==> src/rtl/sccb_pkg.sv <==
// Shared types and constants for the SCCB responder and its input filters.
package sccb_pkg;

  typedef enum logic [3:0] {
    IDLE,
    ID,
    ID_ACK,
    SUB,
    SUB_ACK,
    WDATA,
    WDATA_ACK,
    RDATA,
    RDATA_ACK,
    WAIT_STOP
  } state_t;

  localparam logic [7:0] OV7725_ID_W = 8'h42;
  localparam logic [7:0] OV7725_ID_R = 8'h43;

  // Deglitch counter width; holds stability windows up to 15 cycles.
  localparam int DG_W = 4;

endpackage

==> src/rtl/sccb_line_filter.sv <==
// Synchronizes one asynchronous bus line, rejects pulses shorter than DEGLITCH
// cycles and flags rising/falling edges of the filtered level.
module sccb_line_filter
  import sccb_pkg::*;
#(
  parameter int DEGLITCH = 3
) (
  input  logic clk,
  input  logic rst,
  input  logic line,
  output logic level,
  output logic rise,
  output logic fall
);

  logic [1:0]      sync;
  logic [DG_W-1:0] cnt;
  logic            level_d;

  // Idle bus level is high, so the filter comes out of reset released.
  always_ff @(posedge clk) begin
    if (rst) begin
      sync    <= 2'b11;
      cnt     <= '0;
      level   <= 1'b1;
      level_d <= 1'b1;
    end else begin
      sync    <= {sync[0], line};
      level_d <= level;
      if (sync[1] != level) begin
        if (cnt == DG_W'(DEGLITCH - 1)) begin
          level <= sync[1];
          cnt   <= '0;
        end else begin
          cnt <= cnt + 1'b1;
        end
      end else begin
        cnt <= '0;
      end
    end
  end

  assign rise = level & ~level_d;
  assign fall = ~level & level_d;

endmodule

==> src/rtl/sccb_responder.sv <==
// SCCB target: answers the camera-configuration master from a 256x8 register
// file and reports every accepted register write as a one-cycle pulse.
module sccb_responder
  import sccb_pkg::*;
#(
  parameter logic [7:0] SLAVE_ADDR = OV7725_ID_W,
  parameter int         DEGLITCH   = 3
) (
  input  logic       clk,
  input  logic       rst,
  input  logic       scl_i,
  input  logic       sda_i,
  output logic       sda_oe,
  output logic       wr_valid,
  output logic [7:0] wr_addr,
  output logic [7:0] wr_data,
  output logic       busy
);

  logic scl_lvl, scl_rise, scl_fall;
  logic sda_lvl, sda_rise, sda_fall;

  sccb_line_filter #(.DEGLITCH(DEGLITCH)) u_scl_filt (
    .clk   (clk),
    .rst   (rst),
    .line  (scl_i),
    .level (scl_lvl),
    .rise  (scl_rise),
    .fall  (scl_fall)
  );

  sccb_line_filter #(.DEGLITCH(DEGLITCH)) u_sda_filt (
    .clk   (clk),
    .rst   (rst),
    .line  (sda_i),
    .level (sda_lvl),
    .rise  (sda_rise),
    .fall  (sda_fall)
  );

  logic start, stop;
  assign start = sda_fall & scl_lvl;
  assign stop  = sda_rise & scl_lvl;

  state_t     state, state_n;
  logic [3:0] bit_cnt, bit_cnt_n;
  logic [7:0] shift, shift_n;
  logic [7:0] tx, tx_n;
  logic [7:0] ptr, ptr_n;
  logic       ack_on, ack_on_n;
  logic       is_read, is_read_n;
  logic       sda_oe_n, wr_valid_n, busy_n;
  logic [7:0] wr_addr_n, wr_data_n;
  logic       rf_we;
  logic [7:0] rx_byte;
  logic [7:0] rf [256];

  assign rx_byte = {shift[6:0], sda_lvl};

  always_ff @(posedge clk) begin
    if (rst) begin
      state    <= IDLE;
      bit_cnt  <= '0;
      shift    <= '0;
      tx       <= '0;
      ptr      <= '0;
      ack_on   <= 1'b0;
      is_read  <= 1'b0;
      sda_oe   <= 1'b0;
      wr_valid <= 1'b0;
      wr_addr  <= '0;
      wr_data  <= '0;
      busy     <= 1'b0;
    end else begin
      state    <= state_n;
      bit_cnt  <= bit_cnt_n;
      shift    <= shift_n;
      tx       <= tx_n;
      ptr      <= ptr_n;
      ack_on   <= ack_on_n;
      is_read  <= is_read_n;
      sda_oe   <= sda_oe_n;
      wr_valid <= wr_valid_n;
      wr_addr  <= wr_addr_n;
      wr_data  <= wr_data_n;
      busy     <= busy_n;
    end
  end

  // Register file is deliberately left out of reset.
  always_ff @(posedge clk) begin
    if (!rst && rf_we) rf[ptr] <= rx_byte;
  end

  always_comb begin
    state_n    = state;
    bit_cnt_n  = bit_cnt;
    shift_n    = shift;
    tx_n       = tx;
    ptr_n      = ptr;
    ack_on_n   = ack_on;
    is_read_n  = is_read;
    sda_oe_n   = sda_oe;
    wr_valid_n = 1'b0;
    wr_addr_n  = wr_addr;
    wr_data_n  = wr_data;
    busy_n     = busy;
    rf_we      = 1'b0;

    if (start) begin
      state_n   = ID;
      bit_cnt_n = '0;
      sda_oe_n  = 1'b0;
      ack_on_n  = 1'b0;
      busy_n    = 1'b1;
    end else if (stop) begin
      state_n   = IDLE;
      bit_cnt_n = '0;
      sda_oe_n  = 1'b0;
      ack_on_n  = 1'b0;
      busy_n    = 1'b0;
    end else begin
      case (state)
        ID, SUB, WDATA: begin
          if (scl_rise) begin
            shift_n   = rx_byte;
            bit_cnt_n = bit_cnt + 4'd1;
            if (bit_cnt == 4'd7) begin
              bit_cnt_n = '0;
              if (state == ID) begin
                if (rx_byte == SLAVE_ADDR) begin
                  state_n   = ID_ACK;
                  is_read_n = 1'b0;
                end else if (rx_byte == (SLAVE_ADDR | 8'h01)) begin
                  state_n   = ID_ACK;
                  is_read_n = 1'b1;
                end else begin
                  state_n = WAIT_STOP;
                end
              end else if (state == SUB) begin
                ptr_n   = rx_byte;
                state_n = SUB_ACK;
              end else begin
                rf_we      = 1'b1;
                wr_valid_n = 1'b1;
                wr_addr_n  = ptr;
                wr_data_n  = rx_byte;
                ptr_n      = ptr + 8'd1;
                state_n    = WDATA_ACK;
              end
            end
          end
        end

        // First falling edge pulls SDA low, the second one ends the ACK slot.
        ID_ACK, SUB_ACK, WDATA_ACK: begin
          if (scl_fall) begin
            if (!ack_on) begin
              sda_oe_n = 1'b1;
              ack_on_n = 1'b1;
            end else begin
              sda_oe_n  = 1'b0;
              ack_on_n  = 1'b0;
              bit_cnt_n = '0;
              if (state == ID_ACK && is_read) begin
                state_n  = RDATA;
                tx_n     = rf[ptr];
                sda_oe_n = ~rf[ptr][7];
              end else if (state == ID_ACK) begin
                state_n = SUB;
              end else begin
                state_n = WDATA;
              end
            end
          end
        end

        RDATA: begin
          if (scl_rise) begin
            bit_cnt_n = bit_cnt + 4'd1;
          end else if (scl_fall) begin
            if (bit_cnt == 4'd8) begin
              sda_oe_n  = 1'b0;
              bit_cnt_n = '0;
              state_n   = RDATA_ACK;
            end else begin
              sda_oe_n = ~tx[~bit_cnt[2:0]];
            end
          end
        end

        RDATA_ACK: begin
          if (scl_rise) begin
            if (!sda_lvl) begin
              ptr_n     = ptr + 8'd1;
              tx_n      = rf[ptr + 8'd1];
              bit_cnt_n = '0;
              state_n   = RDATA;
            end else begin
              state_n = WAIT_STOP;
            end
          end
        end

        default: ;
      endcase
    end
  end

endmodule

==> config.mk <==
export PLATFORM = sky130hd
export DESIGN_NAME = sccb_responder
export DESIGN_NICKNAME = d
export VERILOG_FILES = /design/src/rtl/sccb_pkg.sv /design/src/rtl/sccb_line_filter.sv /design/src/rtl/sccb_responder.sv
export SDC_FILE = /design/constraint.sdc
export NUM_CORES = 2
export LEC_CHECK = 0
export BUFFER_PORTS_ARGS = -buffer_cell sky130_fd_sc_hd__buf_4
export CAP_MARGIN = 0
export CORE_MARGIN = 4
export CORE_UTILIZATION = 45
export CTS_BUF_LIST = sky130_fd_sc_hd__clkbuf_8
export DETAILED_ROUTE_END_ITERATION = 12
export MAX_ROUTING_LAYER = met4
export PLACE_DENSITY = 0.7
export SETUP_SLACK_MARGIN = 0.3
export SLEW_MARGIN = 5
export SYNTH_ARGS = -nofsm -noshare
export SYNTH_HDL_FRONTEND = slang
export SYNTH_SLANG_ARGS = --single-unit
export TNS_END_PERCENT = 10
==> constraint.sdc <==
create_clock -name clk -period 6.81 [get_ports clk]
set_clock_uncertainty 0.05 [all_clocks]
set_input_delay 1.362 -clock clk [delete_from_list [all_inputs] [get_ports clk]]
set_output_delay 1.362 -clock clk [all_outputs]
set_load 0.005 [all_outputs]
==> results.yml <==
floorplanning:
  core_um2: 220000
  start_util_pct: 45.2
  die_w_um: 478
  die_h_um: 478
  io_pins: 23
  rows: 172
  dieArea_um2: 228000
cells_and_area:
  drive_gt1_share_pct: 33.0
  layout_common_cells: "edfxtp_1 (2048), mux4_2 (1172), nand2_1 (441), clkbuf_8 (361), nor2_1 (342)"
  final_common_cell: "edfxtp_1"
  fin_nets: 5386
  n_fill_cell: 17507
  fin_util_pct: 49.9
  area_growth_pct: 10.3
min_path:
  hold_end: "u_sda_filt.sync[1]"
  worstHoldPathCells: 1
  hp-class: "flip-flop to flip-flop"
  hp-start: "u_sda_filt.sync[0]"
place:
  dp_hpwl_um: 190000
  io_buffers: 22
  gp_congestion: 0.931
timing:
  finalMaxSlewViolations: 0
  max_slew_margin_pct: 4.89
  max_freq_mhz: 184
  fin_crit_ns: 5.43
  finalHoldViolations: 0
  setup_viol: 0
  tightest_slew_ns: 1.42
  period_share_pct: 79.8
  tns_ns: 0
  rsz0062_at_grt: "no"
route:
  wl_um: 302000
  routedWlPerCell_um: 35.2
  drt_pass1_iterations: 6
  drc_errors: 0
  ant_nets: 0
  drt_iter0_markers: 9849
  routed-via-count: 58919
  viasPerCell: 6.86
global_route:
  grt_max_degree: 187
  antenna_found_initial: 12
  grt.total_usage_pct: 27.0
  grt_overflow: 0
  grt_first_pass_wirelength_um: 432000
  grt_pass1_vias: 57755
worst_setup_path:
  rr_worst_depth: 7
  endpoint_kind: "flip-flop"
  worstPathArrival_ns: 6.05
  timing.rr.end: "rf[36][6]"
  worstPathMaxFanout: 19
  critical_path_class: "flip-flop to flip-flop"
  r2r_setup_slack_ns: 1.38
  crit_required_ns: 7.42
  rr_startpoint: "state[0]"
  worstSetupStartpointType: "flip-flop"
flow_run:
  drv_cap: 0
clock_network:
  clkLatencyLatePin_ns: 1.09
  cts_tree: "yes"
  cts_resized: 0
  htree_levels: 5
  cts_setup_buffers: 0
  clk_pin_slew_worst_paths_ns: 0.07
  cts_buffers: 352
  numClockSinks: 2124
  cts_root_buffer: "clkbuf_8"
  hold_buffers: 0
  clock_path_buffers: 4
yosys:
  async_reset_ff_share_pct: 0
  yosysSeqAreaShare_pct: 63.4
  synth_area_leaders: "edfxtp_1 (62%), mux4_2 (27%), nand2_1 (1.7%)"
  synthFlopType: "edfxtp_1"
  yosysTopAreaCellShare_pct: 61.9
  avgSynthCellArea_um2: 19.0
  synth_nets: 5254
  ys_ff_latch: 2124
  syn_inst: 5238
  ys_warn_count: 0
  synth_edf_count: 2048
  yosys.area.top_type: "edfxtp_1"
  ys_types: 66
  syn_area_um2: 99400
pwr:
  p_leak_nw: 31.8
  powerDensity_nw_per_um2: 231
  vdd_ir_drop_max_uv: 143
outcome:
  status: "completed"
## synth_stat cells (all sizes together) (11+ instances only)
cell and instances:
nand2b 11, a211oi 13, nor2b 25, a2111oi 17
xnor2 12, nand3 186, mux2i 61, mux4 1172
mux2 12, clkbuf 132, buf 278, nor2 347
nor4 11, a21oi 109, o22ai 19, edfxtp 2048
a31oi 14, nand2 443, o21ai 23, a22oi 34
ha 12, nor3 19, dfxtp 76, nand4 24
inv 19
## flip-flops by register name, summed over array words and instances (netlist names), 2 cells and up, named ones only
name and flops:
tx 8, shift 7, ptr 8, u_scl_filt.sync 2, u_sda_filt.sync 2, bit_cnt 4, wr_addr 8, u_scl_filt.cnt 4
state 4, wr_data 8, u_sda_filt.cnt 4, rf 2048
## cell type report
class	instances	area (um^2)	area share [%]
clock buffers	361	4970	4.53
clock inverters	240	1650	1.50
well taps	2958	3700	3.38
diodes	15	37.5	0.0342
flip-flops and latches	2124	63100	57.5
multi-input cells	2685	34300	31.3
inverters	19	73.8	0.0673
repair buffers	188	1870	1.71
## metrics by stage
step	instance area, um^2	hold slack, ns	cells	worst slack (ns)	power (mW)
6_report	110000	0.388	8590	1.38	25.4
3_5_place_dp	103000	0.355	7974	1.57	14.6
3_3_place_gp	103000	0.352	7972	1.49	14.6
2_1_floorplan	99400	0.339	5238	0.367	14.6
5_1_grt	110000	0.406	8584	1.18	26.1
4_1_cts	110000	0.370	8575	1.56	25.4
## critical path, stage by stage (launching register included)
cell and delay (ns):
dfxtp_1 0.65, and2b_1 0.31, nand4_1 0.50, or3_1 0.91, nor4_1 1.00, buf_4 0.37, nand2_1 0.38, nor2_1 0.86
## logic make-up (layout without fill, tap and decap cells)
group	after synthesis	after routing	share of synthesized area, %
XOR/XNOR	18	18	0.159
multiplexers	1245	1245	27.3
AND/OR/NAND/NOR	1115	1115	4.80
AO/OA/AOI/OAI	295	295	1.95
buffers and inverters	429	808	2.24
other	0	15	0
adder cells (fa/ha/maj)	12	12	0.151
flip-flops	2124	2124	63.4
## how the worst max path moves through the flow
stage,start,to,slack [ns],cells after the start
after floorplan,u_sda_filt.level,rf[53][0],0.37,10
after global placement,ptr[4],tx[0],1.49,8
after detailed placement,ptr[0],tx[1],1.57,9
after CTS,ptr[0],tx[1],1.56,9
after global routing,state[0],rf[44][5],1.18,7
final,state[0],rf[36][6],1.38,7
## power breakdown
group          total (mW)  switching (mW)  internal (mW)
logic               0.194           0.121         0.0731
clock network        11.0            5.16           5.85
registers            14.1          0.0407           14.1
total                25.4            5.32           20.0
## layer usage
layer | track usage (%) | wire [um] | up-vias | part of all wire (%)
met4 | 12.2 | 15800 | 0 | 5.2
met1 | 36.1 | 110000 | 31184 | 36
met5 | - | 0 | - | 0
met2 | 39.0 | 138000 | 4623 | 46
li1 | - | - | 22388 | -
met3 | 7.12 | 37700 | 724 | 12
No activity file was read; power rests on OpenSTA's default activity.
